<file path="src/rtl/divfreq_pkg.sv">
// Shared constants and helpers for the multi-channel clock-enable divider.
// Channel phase alignment is available when DIVFREQ_SYNC_EN is defined.
package divfreq_pkg;

   localparam int DIVFREQ_CNT_W = 25;

   // Half-periods for a 50 MHz board clock.
   localparam int unsigned HALF_1HZ   = 25000000;
   localparam int unsigned HALF_100HZ = 250000;
   localparam int unsigned HALF_1KHZ  = 25000;
   localparam int unsigned HALF_10KHZ = 2500;

   function automatic int unsigned half_from_hz(input int unsigned f_clk,
                                                input int unsigned f_out);
      int unsigned h;
      h = (f_out == 0) ? 32'd1 : f_clk / (2 * f_out);
      if (h < 1) begin
         h = 1;
      end
      return h;
   endfunction

endpackage

</file>
<file path="src/rtl/divfreq_chan.sv">
// One divider channel: 50% square output, rising-edge tick strobe and a
// pending divisor that only takes effect at a half-period boundary.
module divfreq_chan
   import divfreq_pkg::*;
#(
   parameter int          CNT_W    = DIVFREQ_CNT_W,
   parameter int unsigned DEF_HALF = HALF_1HZ
) (
   input  logic             clk_i,
   input  logic             rst_n_i,
`ifdef DIVFREQ_SYNC_EN
   input  logic             sync_i,
`endif
   input  logic             en_i,
   input  logic             load_i,
   input  logic [CNT_W-1:0] half_i,
   output logic             clk_out_o,
   output logic             tick_o,
   output logic             pend_o
);

   localparam logic [CNT_W-1:0] DEF_HALF_C = CNT_W'(DEF_HALF);

   logic [CNT_W-1:0] cnt_q, cnt_d;
   logic [CNT_W-1:0] half_q, half_d;
   logic [CNT_W-1:0] pend_half_q, pend_half_d;
   logic             out_q, out_d;
   logic             tick_q, tick_d;
   logic             pend_q, pend_d;
   logic             force_idle;
   logic             wrap;
   logic             apply;
   logic [CNT_W-1:0] last_cnt;

   // A half of zero behaves as one, so the terminal count is clamped at 0.
   assign last_cnt = (half_q == '0) ? '0 : half_q - CNT_W'(1);
   assign wrap     = (cnt_q == last_cnt);

`ifdef DIVFREQ_SYNC_EN
   assign force_idle = sync_i | ~en_i;
`else
   assign force_idle = ~en_i;
`endif

   always_comb begin
      cnt_d       = cnt_q;
      out_d       = out_q;
      tick_d      = 1'b0;
      half_d      = half_q;
      pend_half_d = pend_half_q;
      pend_d      = pend_q;
      apply       = 1'b0;

      if (force_idle) begin
         cnt_d = '0;
         out_d = 1'b0;
         apply = pend_q;
      end else if (wrap) begin
         cnt_d  = '0;
         out_d  = ~out_q;
         tick_d = ~out_q;
         apply  = pend_q;
      end else begin
         cnt_d = cnt_q + CNT_W'(1);
      end

      if (apply) begin
         half_d = pend_half_q;
         pend_d = 1'b0;
      end
      // A load on the boundary edge stays pending for the following boundary.
      if (load_i) begin
         pend_half_d = half_i;
         pend_d      = 1'b1;
      end
   end

   always_ff @(posedge clk_i or negedge rst_n_i) begin
      if (!rst_n_i) begin
         cnt_q       <= '0;
         out_q       <= 1'b0;
         tick_q      <= 1'b0;
         pend_q      <= 1'b0;
         half_q      <= DEF_HALF_C;
         pend_half_q <= DEF_HALF_C;
      end else begin
         cnt_q       <= cnt_d;
         out_q       <= out_d;
         tick_q      <= tick_d;
         pend_q      <= pend_d;
         half_q      <= half_d;
         pend_half_q <= pend_half_d;
      end
   end

   assign clk_out_o = out_q;
   assign tick_o    = tick_q;
   assign pend_o    = pend_q;

endmodule

</file>
<file path="src/rtl/divfreq_multi.sv">
// CH independent programmable dividers producing square waves and tick strobes.
// Defining DIVFREQ_SYNC_EN adds sync_i, which phase-aligns all channels.
module divfreq_multi
   import divfreq_pkg::*;
#(
   parameter int          CH       = 4,
   parameter int          CNT_W    = DIVFREQ_CNT_W,
   parameter int unsigned DEF_HALF = HALF_1HZ
) (
   input  logic                clk_i,
   input  logic                rst_n_i,
`ifdef DIVFREQ_SYNC_EN
   input  logic                sync_i,
`endif
   input  logic [CH-1:0]       en_i,
   input  logic [CH*CNT_W-1:0] div_half_i,
   input  logic [CH-1:0]       div_load_i,
   output logic [CH-1:0]       clk_out_o,
   output logic [CH-1:0]       tick_o,
   output logic [CH-1:0]       pend_o
);

   for (genvar gi = 0; gi < CH; gi++) begin : g_chan
      divfreq_chan #(
         .CNT_W    (CNT_W),
         .DEF_HALF (DEF_HALF)
      ) u_chan (
         .clk_i     (clk_i),
         .rst_n_i   (rst_n_i),
`ifdef DIVFREQ_SYNC_EN
         .sync_i    (sync_i),
`endif
         .en_i      (en_i[gi]),
         .load_i    (div_load_i[gi]),
         .half_i    (div_half_i[gi*CNT_W +: CNT_W]),
         .clk_out_o (clk_out_o[gi]),
         .tick_o    (tick_o[gi]),
         .pend_o    (pend_o[gi])
      );
   end

endmodule
</file>
<file path="config.mk">
export PLATFORM = sky130hd
export DESIGN_NAME = divfreq_multi
export DESIGN_NICKNAME = d
export VERILOG_FILES = /design/src/rtl/divfreq_pkg.sv /design/src/rtl/divfreq_chan.sv /design/src/rtl/divfreq_multi.sv
export SDC_FILE = /design/constraint.sdc
export NUM_CORES = 1
export LEC_CHECK = 0
export CAP_MARGIN = 25
export CORE_MARGIN = 4
export CORE_UTILIZATION = 40
export CTS_CLUSTER_SIZE = 24
export DETAILED_ROUTE_END_ITERATION = 7
export PLACE_DENSITY = 0.59
export RECOVER_POWER = 100
export SETUP_SLACK_MARGIN = 0.1
export SLEW_MARGIN = 0
export SYNTH_ARGS = -nofsm -noshare
export SYNTH_HDL_FRONTEND = slang
export SYNTH_SLANG_ARGS = --single-unit
</file>
<file path="constraint.sdc">
create_clock -name clk_i -period 6.9 [get_ports clk_i]
set_clock_uncertainty 0.1 [all_clocks]
set_input_delay 2.07 -clock clk_i [delete_from_list [all_inputs] [get_ports clk_i]]
set_output_delay 2.07 -clock clk_i [all_outputs]
set_load 0.01 [all_outputs]
</file>
==> results of run 1 <==
==> per-stage QoR <==
stage,power (mW),hold slack [ns]
after floorplan,3.02,0.344
after global placement,3.33,0.367
after detailed placement,3.35,0.376
after CTS,5.40,0.392
after global routing,5.59,0.412
final,5.30,0.378
==> power groups by stage <==
stage                     registers (mW)  logic, mW  clock network, mW
after floorplan                     2.23      0.789                  0
after global placement              2.38      0.946                  0
after detailed placement            2.39      0.962                  0
after CTS                           2.36      0.968               2.07
after global routing                2.40       1.05               2.14
final                               2.36      0.946               1.99
==> Yosys cell counts, types with 15 or more instances <==
cell and instances:
or4_1 24, xor2_1 84, nand2b_1 19, mux2_2 135, o21ai_0 43, nand4_1 42
clkbuf_1 61, mux2_1 51, or3_1 27, buf_2 27, dfstp_2 96, and3_1 35
mux2_4 20, a21oi_1 37, nor4_1 45, nor3_1 53, buf_4 17, dfrtp_1 216
nor2_1 194, a31oi_1 15, nand3_1 73, xnor2_1 88, nand2_1 78, inv_1 43
==> state kept, by name, indices dropped and copies added, names as in the netlist <==
signal                     flops
g_chan.u_chan.clk_out_o        4
g_chan.u_chan.cnt_q          100
g_chan.u_chan.half_q         100
g_chan.u_chan.pend_half_q    100
g_chan.u_chan.pend_o           4
g_chan.u_chan.tick_o           4
==> worst paths after layout <==
| check | from | end | slack, ns |
|---|---|---|---|
| max | g_chan[3].u_chan.half_q[0] | g_chan[3].u_chan.half_q[1] | 1.26 |
| min reg2reg | g_chan[1].u_chan.clk_out_o | g_chan[1].u_chan.tick_o | 0.38 |
| min in group asynchronous | rst_n_i | g_chan[0].u_chan.half_q[17] | 2.28 |
| max reg2reg | g_chan[3].u_chan.half_q[0] | g_chan[3].u_chan.half_q[1] | 1.26 |
| min | g_chan[1].u_chan.clk_out_o | g_chan[1].u_chan.tick_o | 0.38 |
| max in group asynchronous | rst_n_i | g_chan[3].u_chan.half_q[17] | 1.82 |
==> kinds of logic after synthesis <==
group / Yosys count
AND/OR/NAND/NOR: 695
flip-flops: 312
AO/OA/AOI/OAI: 253
multiplexers: 220
XOR/XNOR: 176
buffers and inverters: 160
adder cells (fa/ha/maj): 8
==> layout make-up <==
type	instances	area [um^2]
inverter	43	161
multi-input combinational	1352	9810
clock buffer	52	1090
sequential	312	7930
tap	600	751
timing repair buffer	139	1340
fill	4300	24400
clock inverter	13	154
==> layer usage <==
layer | vias to the layer above | part of all wire | GRT usage
met5 | - | 0 | 0
met4 | 0 | 0.021 | 0.0475
li1 | 6791 | - | -
met2 | 327 | 0.47 | 0.302
met3 | 63 | 0.049 | 0.0322
met1 | 7079 | 0.46 | 0.260
==> flow_summary.yaml, run 1 <==
run_status:
  status: "finished with violations"
  violations: "capacitance limit, slew limit"
clock_tree:
  root_buffer: "clkbuf_16"
  cts_made_buffers: 37
  cts.path.max_buffers: 3
  cts_hold_buf: 0
  clock_latency_ns: 0.54
  ctsHtreeMaxLevel: 2
  cts_sinks: 312
  postCtsResizedCells: 0
  cts_setup_buffers: 0
  clkTransAtPathRegs_ns: 0.06
  cts_tree: "built"
critical_path:
  cp_slowest_cell: "o22ai_1"
  slowest_delay_ns: 1.20
  crit_type: "reg2reg"
  path_cells: "inv_1 -> ha_1 -> nor2b_1 -> nand4_1 -> or4b_1 -> a2111oi_0 -> o21ai_0 -> a2111oi_4 -> o2111ai_1 -> o22ai_1 -> buf_16 -> mux2_2"
  critical-path-top-delay-family: "compound AO/OA/AOI/OAI gates"
  crit_fanout: 15
  cp.depth: 12
  cp_num_buf_inv: 2
  cp.arrival_ns: 5.95
  rr_worst_depth: 12
  critPathRequiredTime_ns: 7.22
  startpoint_type: "flop"
  worstSetupEndpointType: "flop"
detailed_routing:
  antenna_left: 0
  wl_per_cell_um: 18.8
  viasPerCell: 5.68
  first_pass_iters: 5
  vias: 14260
  drc: 0
  drt_iter0_markers: 1026
  wl_um: 47100
floorplan:
  row_count: 78
  die_x_um: 224
  design.portCount: 122
  die_h_um: 224
  dieArea_mm2: 0.0500
  initial_core_util: 0.407
  core_area_mm2: 0.0457
cells_and_area:
  drive_above_1_share: 0.185
  design_area_mm2: 0.0212
  stdcell_count: 2511
  final_util: 0.465
  final_common_cell: "dfrtp_1"
  fin_nets: 2003
  most-common-layout-cells: "dfrtp_1, nor2_1, mux2_2, clkdlybuf4s50_1, dfstp_2"
  diodes: 0
  area_growth_pct: 14.2
sta:
  post-route-period-util: 0.817
  period_minus_slack_ns: 5.64
  worst_pin_slew_ns: 2.87
  clock.fmax_mhz: 177
  hold_viol: 0
  slew_headroom: -0.916
  slew_viol_final: 176
  fin_tns_setup_ns: 0
  setup_viol: 0
  fin_ws_ns: 1.26
  rsz0062_at_grt: "no"
synth:
  syn_nets: 1942
  syn-cell-area_mm2: 0.0186
  postSynthCellCount: 1824
  synth_top_family_by_area: "simple AND/OR/NAND/NOR gates"
  yosysTopAreaCell: "dfrtp_1"
  netlist.area_leader.share: 0.291
  synthAdderAreaFrac: 0.00538
  synthSimpleGateAreaFrac: 0.203
  async_flop_share: 1.00
  synthFlopType: "dfrtp_1"
  syn_avg_cell_area_um2: 10.2
  yosys_warnings: 0
  synthMuxAreaShare: 0.136
  synth_xor_area_frac: 0.0859
  synth_compound_area_frac: 0.103
  synth-seq-area-share: 0.426
  synth_edf_count: 0
  ys_seq_elements: 312
  yosysUniqueCellTypes: 100
  synthTopCellsByArea: "dfrtp_1, dfstp_2, mux2_2"
power_and_ir_drop:
  seq_power_share: 0.445
  clock_power_share: 0.376
  switching_share: 0.290
  p_sw_mw: 1.54
  power_density_mw_per_mm2: 250
  p_comb_frac: 0.178
  internal_power_mw: 3.76
  ir_drop_v: 0.000294
  leakage_nw: 8.07
global_route:
  grt.total_usage: 0.186
  grt_overflow: 0
  grt_antenna_before_repair: 0
  grt_max_degree: 137
  grt_pass1_vias: 14150
  grt_pass1_wl_um: 77300
place:
  place_inst: 2445
  place_area_mm2: 0.0201
  dp_slack_ns: 1.80
  gp_congestion: 0.927
  hpwl_um: 34800
  io_buffers: 121
min_path:
  hold_class: "reg2reg"
  hold_depth: 1
job:
  maxCapViolations: 4
Note: power is estimated with default switching activity, not from simulation.
==> inputs of run 2 (changes only) <==
--- a/config.mk
+++ b/config.mk
@@ -10,7 +10,7 @@
 export CORE_UTILIZATION = 40
 export CTS_CLUSTER_SIZE = 24
 export DETAILED_ROUTE_END_ITERATION = 7
-export PLACE_DENSITY = 0.59
+export PLACE_DENSITY = 0.61
 export RECOVER_POWER = 100
 export SETUP_SLACK_MARGIN = 0.1
 export SLEW_MARGIN = 0
==> constraint.sdc (replaced) <==
create_clock -name clk_i -period 4.94 [get_ports clk_i]
set_clock_uncertainty 0.1 [all_clocks]
set_input_delay 1.482 -clock clk_i [delete_from_list [all_inputs] [get_ports clk_i]]
set_output_delay 1.482 -clock clk_i [all_outputs]
set_load 0.01 [all_outputs]
==> run 2 against run 1 <==
The flow still finishes with violations (capacitance limit, slew limit). Flip-flop and latch count stayed put. Hold slack improved by 0.0065 ns. Register-to-register slack lost 0.77 ns. First-iteration DRC count is 15% lower. Sequential power rose by 40%. Count of clock-buffer cells in the layout decreased by 1. Largest cell class unchanged.
==> flow_summary.yaml, run 2 (synthesis results as in run 1) <==
run_status:
  status: "finished with violations"
  violations: "capacitance limit, slew limit"
cells_and_area:
  final_common_cell: "dfrtp_1"
  diodes: 0
  drive_above_1_share: 0.191
  n_fill_cell: 4334
  final_util: 0.468
  top_regs: "g_chan.u_chan.cnt_q: 100 flops, g_chan.u_chan.half_q: 100 flops, g_chan.u_chan.pend_half_q: 100 flops"
  area_growth_pct: 14.9
  design_area_mm2: 0.0214
  most-common-layout-cells: "dfrtp_1, nor2_1, mux2_2, clkdlybuf4s50_1, dfstp_2"
  fin_nets: 2020
sta:
  rsz0062_at_grt: "no"
  slew_viol_final: 136
  setup_viol: 0
  hold_viol: 0
  period_minus_slack_ns: 4.44
  fin_tns_setup_ns: 0
  worst_pin_slew_ns: 2.92
  post-route-period-util: 0.899
  slew_headroom: -0.946
  clock.fmax_mhz: 225
place:
  gp_congestion: 0.958
  io_buffers: 121
  hpwl_um: 34700
  place_area_mm2: 0.0203
clock_tree:
  cts_tree: "built"
  cts.path.max_buffers: 3
  cts_setup_buffers: 0
  cts_hold_buf: 0
  cts_sinks: 312
  clkTransAtPathRegs_ns: 0.06
  cts_made_buffers: 37
  postCtsResizedCells: 0
  root_buffer: "clkbuf_16"
  clock_latency_ns: 0.55
  ctsHtreeMaxLevel: 2
global_route:
  grt_antenna_before_repair: 2
  grt_overflow: 0
  grt.total_usage: 0.186
  grt_max_degree: 111
  grt_pass1_vias: 14337
  grt_pass1_wl_um: 77000
detailed_routing:
  drt_iter0_markers: 869
  first_pass_iters: 5
  antenna_left: 0
  viasPerCell: 5.72
  wl_per_cell_um: 18.6
  vias: 14478
  drc: 0
  wl_um: 47000
power_and_ir_drop:
  ir_drop_v: 0.000284
  leakage_nw: 8.12
  power_density_mw_per_mm2: 346
floorplan:
  die_x_um: 224
  row_count: 78
  die_h_um: 224
  dieArea_mm2: 0.0500
  design.portCount: 122
  initial_core_util: 0.407
  core_area_mm2: 0.0457
critical_path:
  startpoint_type: "flop"
  crit_type: "reg2reg"
  cp.arrival_ns: 4.76
  worstSetupEndpointType: "flop"
  crit_fanout: 25
  critPathRequiredTime_ns: 5.26
min_path:
  hold_class: "reg2reg"
job:
  maxCapViolations: 2
==> run 2: layout make-up <==
type	instances	area [um^2]	share of cell area
timing repair buffer	156	1490	0.0698
tap	600	751	0.0351
sequential	312	7930	0.371
clock buffer	51	1020	0.0476
inverter	43	161	0.00755
multi-input combinational	1352	9810	0.459
clock inverter	17	221	0.0104
==> run 2: worst paths after layout <==
kind,start,end,slack (ns),cells after the start
setup / recovery,g_chan[3].u_chan.half_q[0],g_chan[3].u_chan.half_q[7],0.50,12
hold / removal,g_chan[1].u_chan.pend_half_q[23],g_chan[1].u_chan.half_q[23],0.38,1
setup reg to reg,g_chan[3].u_chan.half_q[0],g_chan[3].u_chan.half_q[7],0.50,12
hold reg to reg,g_chan[1].u_chan.pend_half_q[23],g_chan[1].u_chan.half_q[23],0.38,1
max in group asynchronous,rst_n_i,g_chan[0].u_chan.cnt_q[6],0.82,2
min in group asynchronous,rst_n_i,g_chan[2].u_chan.half_q[23],1.77,1
==> run 2: metrics by stage <==
stage	power [mW]	hold slack [ns]	cells	setup WS (ns)
global placement	4.67	0.367	2461	0.603
CTS	7.55	0.390	2531	0.505
global route	7.80	0.411	2531	0.137
floorplan	4.21	0.344	1824	1.04
finish	7.40	0.385	2531	0.498
detailed placement	4.70	0.375	2463	0.525
==> run 2: power breakdown <==
part,switching (mW),leakage [nW],total (mW),internal (mW)
logic,0.668,3.75,1.32,0.656
registers,0.406,3.77,3.31,2.90
clock network,1.10,0.596,2.77,1.67
==> run 2: critical path: stages, from the launching register on <==
cell and delay (ns):
dfrtp_1 0.43, inv_1 0.08, ha_1 0.20, nor2b_1 0.50, nand4_1 0.31, or4b_1 0.62, a2111oi_2 0.37, o21ai_0 0.20
a2111oi_4 0.33, o2111ai_1 0.35, o22ai_4 0.24, buf_12 0.21, mux2_1 0.35
==> run 2: per-layer routing <==
metal	wire length, um	vias up	GRT usage
met5	21	-	0
met4	1400	4	0.0620
met3	2500	94	0.0325
met2	21800	388	0.301
met1	21300	7174	0.254
li1	-	6818	-
==> inputs of run 3 (changes only) <==
--- a/config.mk
+++ b/config.mk
@@ -10,10 +10,11 @@
 export CORE_UTILIZATION = 40
 export CTS_CLUSTER_SIZE = 24
 export DETAILED_ROUTE_END_ITERATION = 7
+export MAX_ROUTING_LAYER = met4
 export PLACE_DENSITY = 0.61
 export RECOVER_POWER = 100
 export SETUP_SLACK_MARGIN = 0.1
-export SLEW_MARGIN = 0
+export SLEW_MARGIN = 10
 export SYNTH_ARGS = -nofsm -noshare
 export SYNTH_HDL_FRONTEND = slang
 export SYNTH_SLANG_ARGS = --single-unit
==> run 3 against run 2 <==
The run still ends with capacitance limit, slew limit left. Utilization is 0.066 points higher. First-iteration DRC count is 2.4% higher. Non-clock buffer count is 1 lower. Global-route usage is 0.43 points higher. Highest routed layer is now met4. Count of clock-buffer cells in the layout is 4 lower. Flip-flop and latch count stayed put. Cell area is 0.14% higher. Power is 1.9% higher. Largest power group unchanged. Cell count hardly changed. Maximum frequency is 2.5% lower. Via count is 1.3% lower.
==> flow_summary.yaml, run 3 (synthesis results as in run 1) <==
run_status:
  status: "finished with violations"
  violations: "capacitance limit, slew limit"
place:
  place_inst: 2462
  hpwl_um: 35100
  io_buffers: 121
  gp_congestion: 0.975
sta:
  clock.fmax_mhz: 219
  period_minus_slack_ns: 4.56
  hold_viol: 0
  rsz0062_at_grt: "no"
  setup_viol: 0
  worst_pin_slew_ns: 2.22
  slew_viol_final: 143
  slew_headroom: -0.477
  post-route-period-util: 0.922
  fin_tns_setup_ns: 0
global_route:
  grt_pass1_wl_um: 76300
  grt_overflow: 0
  grt_pass1_vias: 14262
  grt.total_usage: 0.190
  grt_antenna_before_repair: 1
  grt_max_degree: 85
clock_tree:
  cts.path.max_buffers: 3
  cts_hold_buf: 0
  cts_setup_buffers: 0
  clock_latency_ns: 0.56
  cts_sinks: 312
  clkTransAtPathRegs_ns: 0.06
  cts_tree: "built"
  cts_made_buffers: 36
  ctsHtreeMaxLevel: 2
  root_buffer: "clkbuf_16"
  postCtsResizedCells: 0
floorplan:
  core_area_mm2: 0.0457
  initial_core_util: 0.407
  die_h_um: 224
  dieArea_mm2: 0.0500
  die_x_um: 224
  row_count: 78
  design.portCount: 122
power_and_ir_drop:
  power_density_mw_per_mm2: 352
  switching_share: 0.288
  seq_power_share: 0.438
  internal_power_mw: 5.37
  p_comb_frac: 0.175
  leakage_nw: 8.15
  ir_drop_v: 0.000303
  clock_power_share: 0.387
  p_sw_mw: 2.18
detailed_routing:
  antenna_left: 0
  drt_iter0_markers: 890
  vias: 14294
  wl_um: 47100
  viasPerCell: 5.65
  first_pass_iters: 5
  wl_per_cell_um: 18.6
  drc: 0
cells_and_area:
  most-common-layout-cells: "dfrtp_1, nor2_1, mux2_2, clkdlybuf4s50_1, dfstp_2"
  area_growth_pct: 15.1
  top_regs: "g_chan.u_chan.cnt_q: 100 flops, g_chan.u_chan.half_q: 100 flops, g_chan.u_chan.pend_half_q: 100 flops"
  drive_above_1_share: 0.188
  stdcell_count: 2529
  n_fill_cell: 4303
  final_common_cell: "dfrtp_1"
  fin_nets: 2018
min_path:
  hold_class: "reg2reg"
  min-delay-start: "g_chan[1].u_chan.pend_half_q[17]"
critical_path:
  crit_fanout: 25
  cp.arrival_ns: 4.89
  worstSetupEndpointType: "flop"
  crit_type: "reg2reg"
  critPathRequiredTime_ns: 5.27
  startpoint: "g_chan[0].u_chan.half_q[0]"
  startpoint_type: "flop"
  rr_startpoint: "g_chan[0].u_chan.half_q[0]"
job:
  maxCapViolations: 3
run 3: cell types whose count changed in the layout (fill, tap and decap cells not counted), moves of 2 or more:
cell / delta
clkbuf_8: -2
bufinv_16: +4
buf_4: -3
clkbuf_1: +3
run 3: final cells by class:
type,count,area (um^2),share of cell area
multi-input combinational,1352,9800,0.458
sequential,312,7930,0.370
timing repair buffer,155,1470,0.0687
clock buffer,47,962,0.0449
tap,600,751,0.0351
clock inverter,19,333,0.0155
inverter,43,161,0.00754
antenna,1,2.50,0.000117
run 3: per-layer routing:
metal  vias to the layer above  routed length [um]  global-route usage
li1                       6814                   -                   -
met5                         -                   0                   -
met1                      7060               22000               0.258
met3                        85                2060              0.0278
met2                       335               21700               0.296
met4                         0                1270              0.0603
run 3: power by group through the flow:
stage / combinational (mW) / clock [mW] / sequential (mW)
floorplan: 1.10 / 0 / 3.11
global placement: 1.33 / 0 / 3.34
detailed placement: 1.35 / 0 / 3.35
CTS: 1.36 / 3.03 / 3.30
global route: 1.46 / 3.12 / 3.36
finish: 1.32 / 2.92 / 3.31
run 3: worst max-delay path: stages (launching register included):
cell      delay (ns)
dfrtp_1         0.47
inv_1           0.12
ha_1            0.35
or3b_2          0.53
xor2_1          0.18
or3b_2          0.44
mux2_2          0.27
o32ai_1         0.21
or3b_1          0.39
nor4_1          0.36
a31oi_2         0.15
clkbuf_2        0.41
mux2_1          0.45
run 3: final timing paths:
check	depth (start not counted)	endpoint	slack, ns
setup reg to reg	12	g_chan[0].u_chan.half_q[17]	0.38
hold reg to reg	1	g_chan[1].u_chan.half_q[17]	0.38
max in group asynchronous	2	g_chan[2].u_chan.cnt_q[3]	0.85
hold / removal	1	g_chan[1].u_chan.half_q[17]	0.38
min in group asynchronous	1	g_chan[2].u_chan.pend_half_q[10]	1.46
setup / recovery	12	g_chan[0].u_chan.half_q[17]	0.38
run 3: through the flow:
step | instance area, um^2 | hold WS, ns | util | power, mW | setup slack, ns
floorplan | 18600 | 0.344 | - | 4.21 | 1.04
global placement | 20300 | 0.366 | 0.444 | 4.67 | 0.650
detailed placement | 20300 | 0.370 | 0.445 | 4.70 | 0.539
CTS | 21600 | 0.384 | 0.473 | 7.69 | 0.521
global route | 21400 | 0.413 | 0.469 | 7.93 | 0.0778
finish | 21400 | 0.381 | 0.469 | 7.54 | 0.383
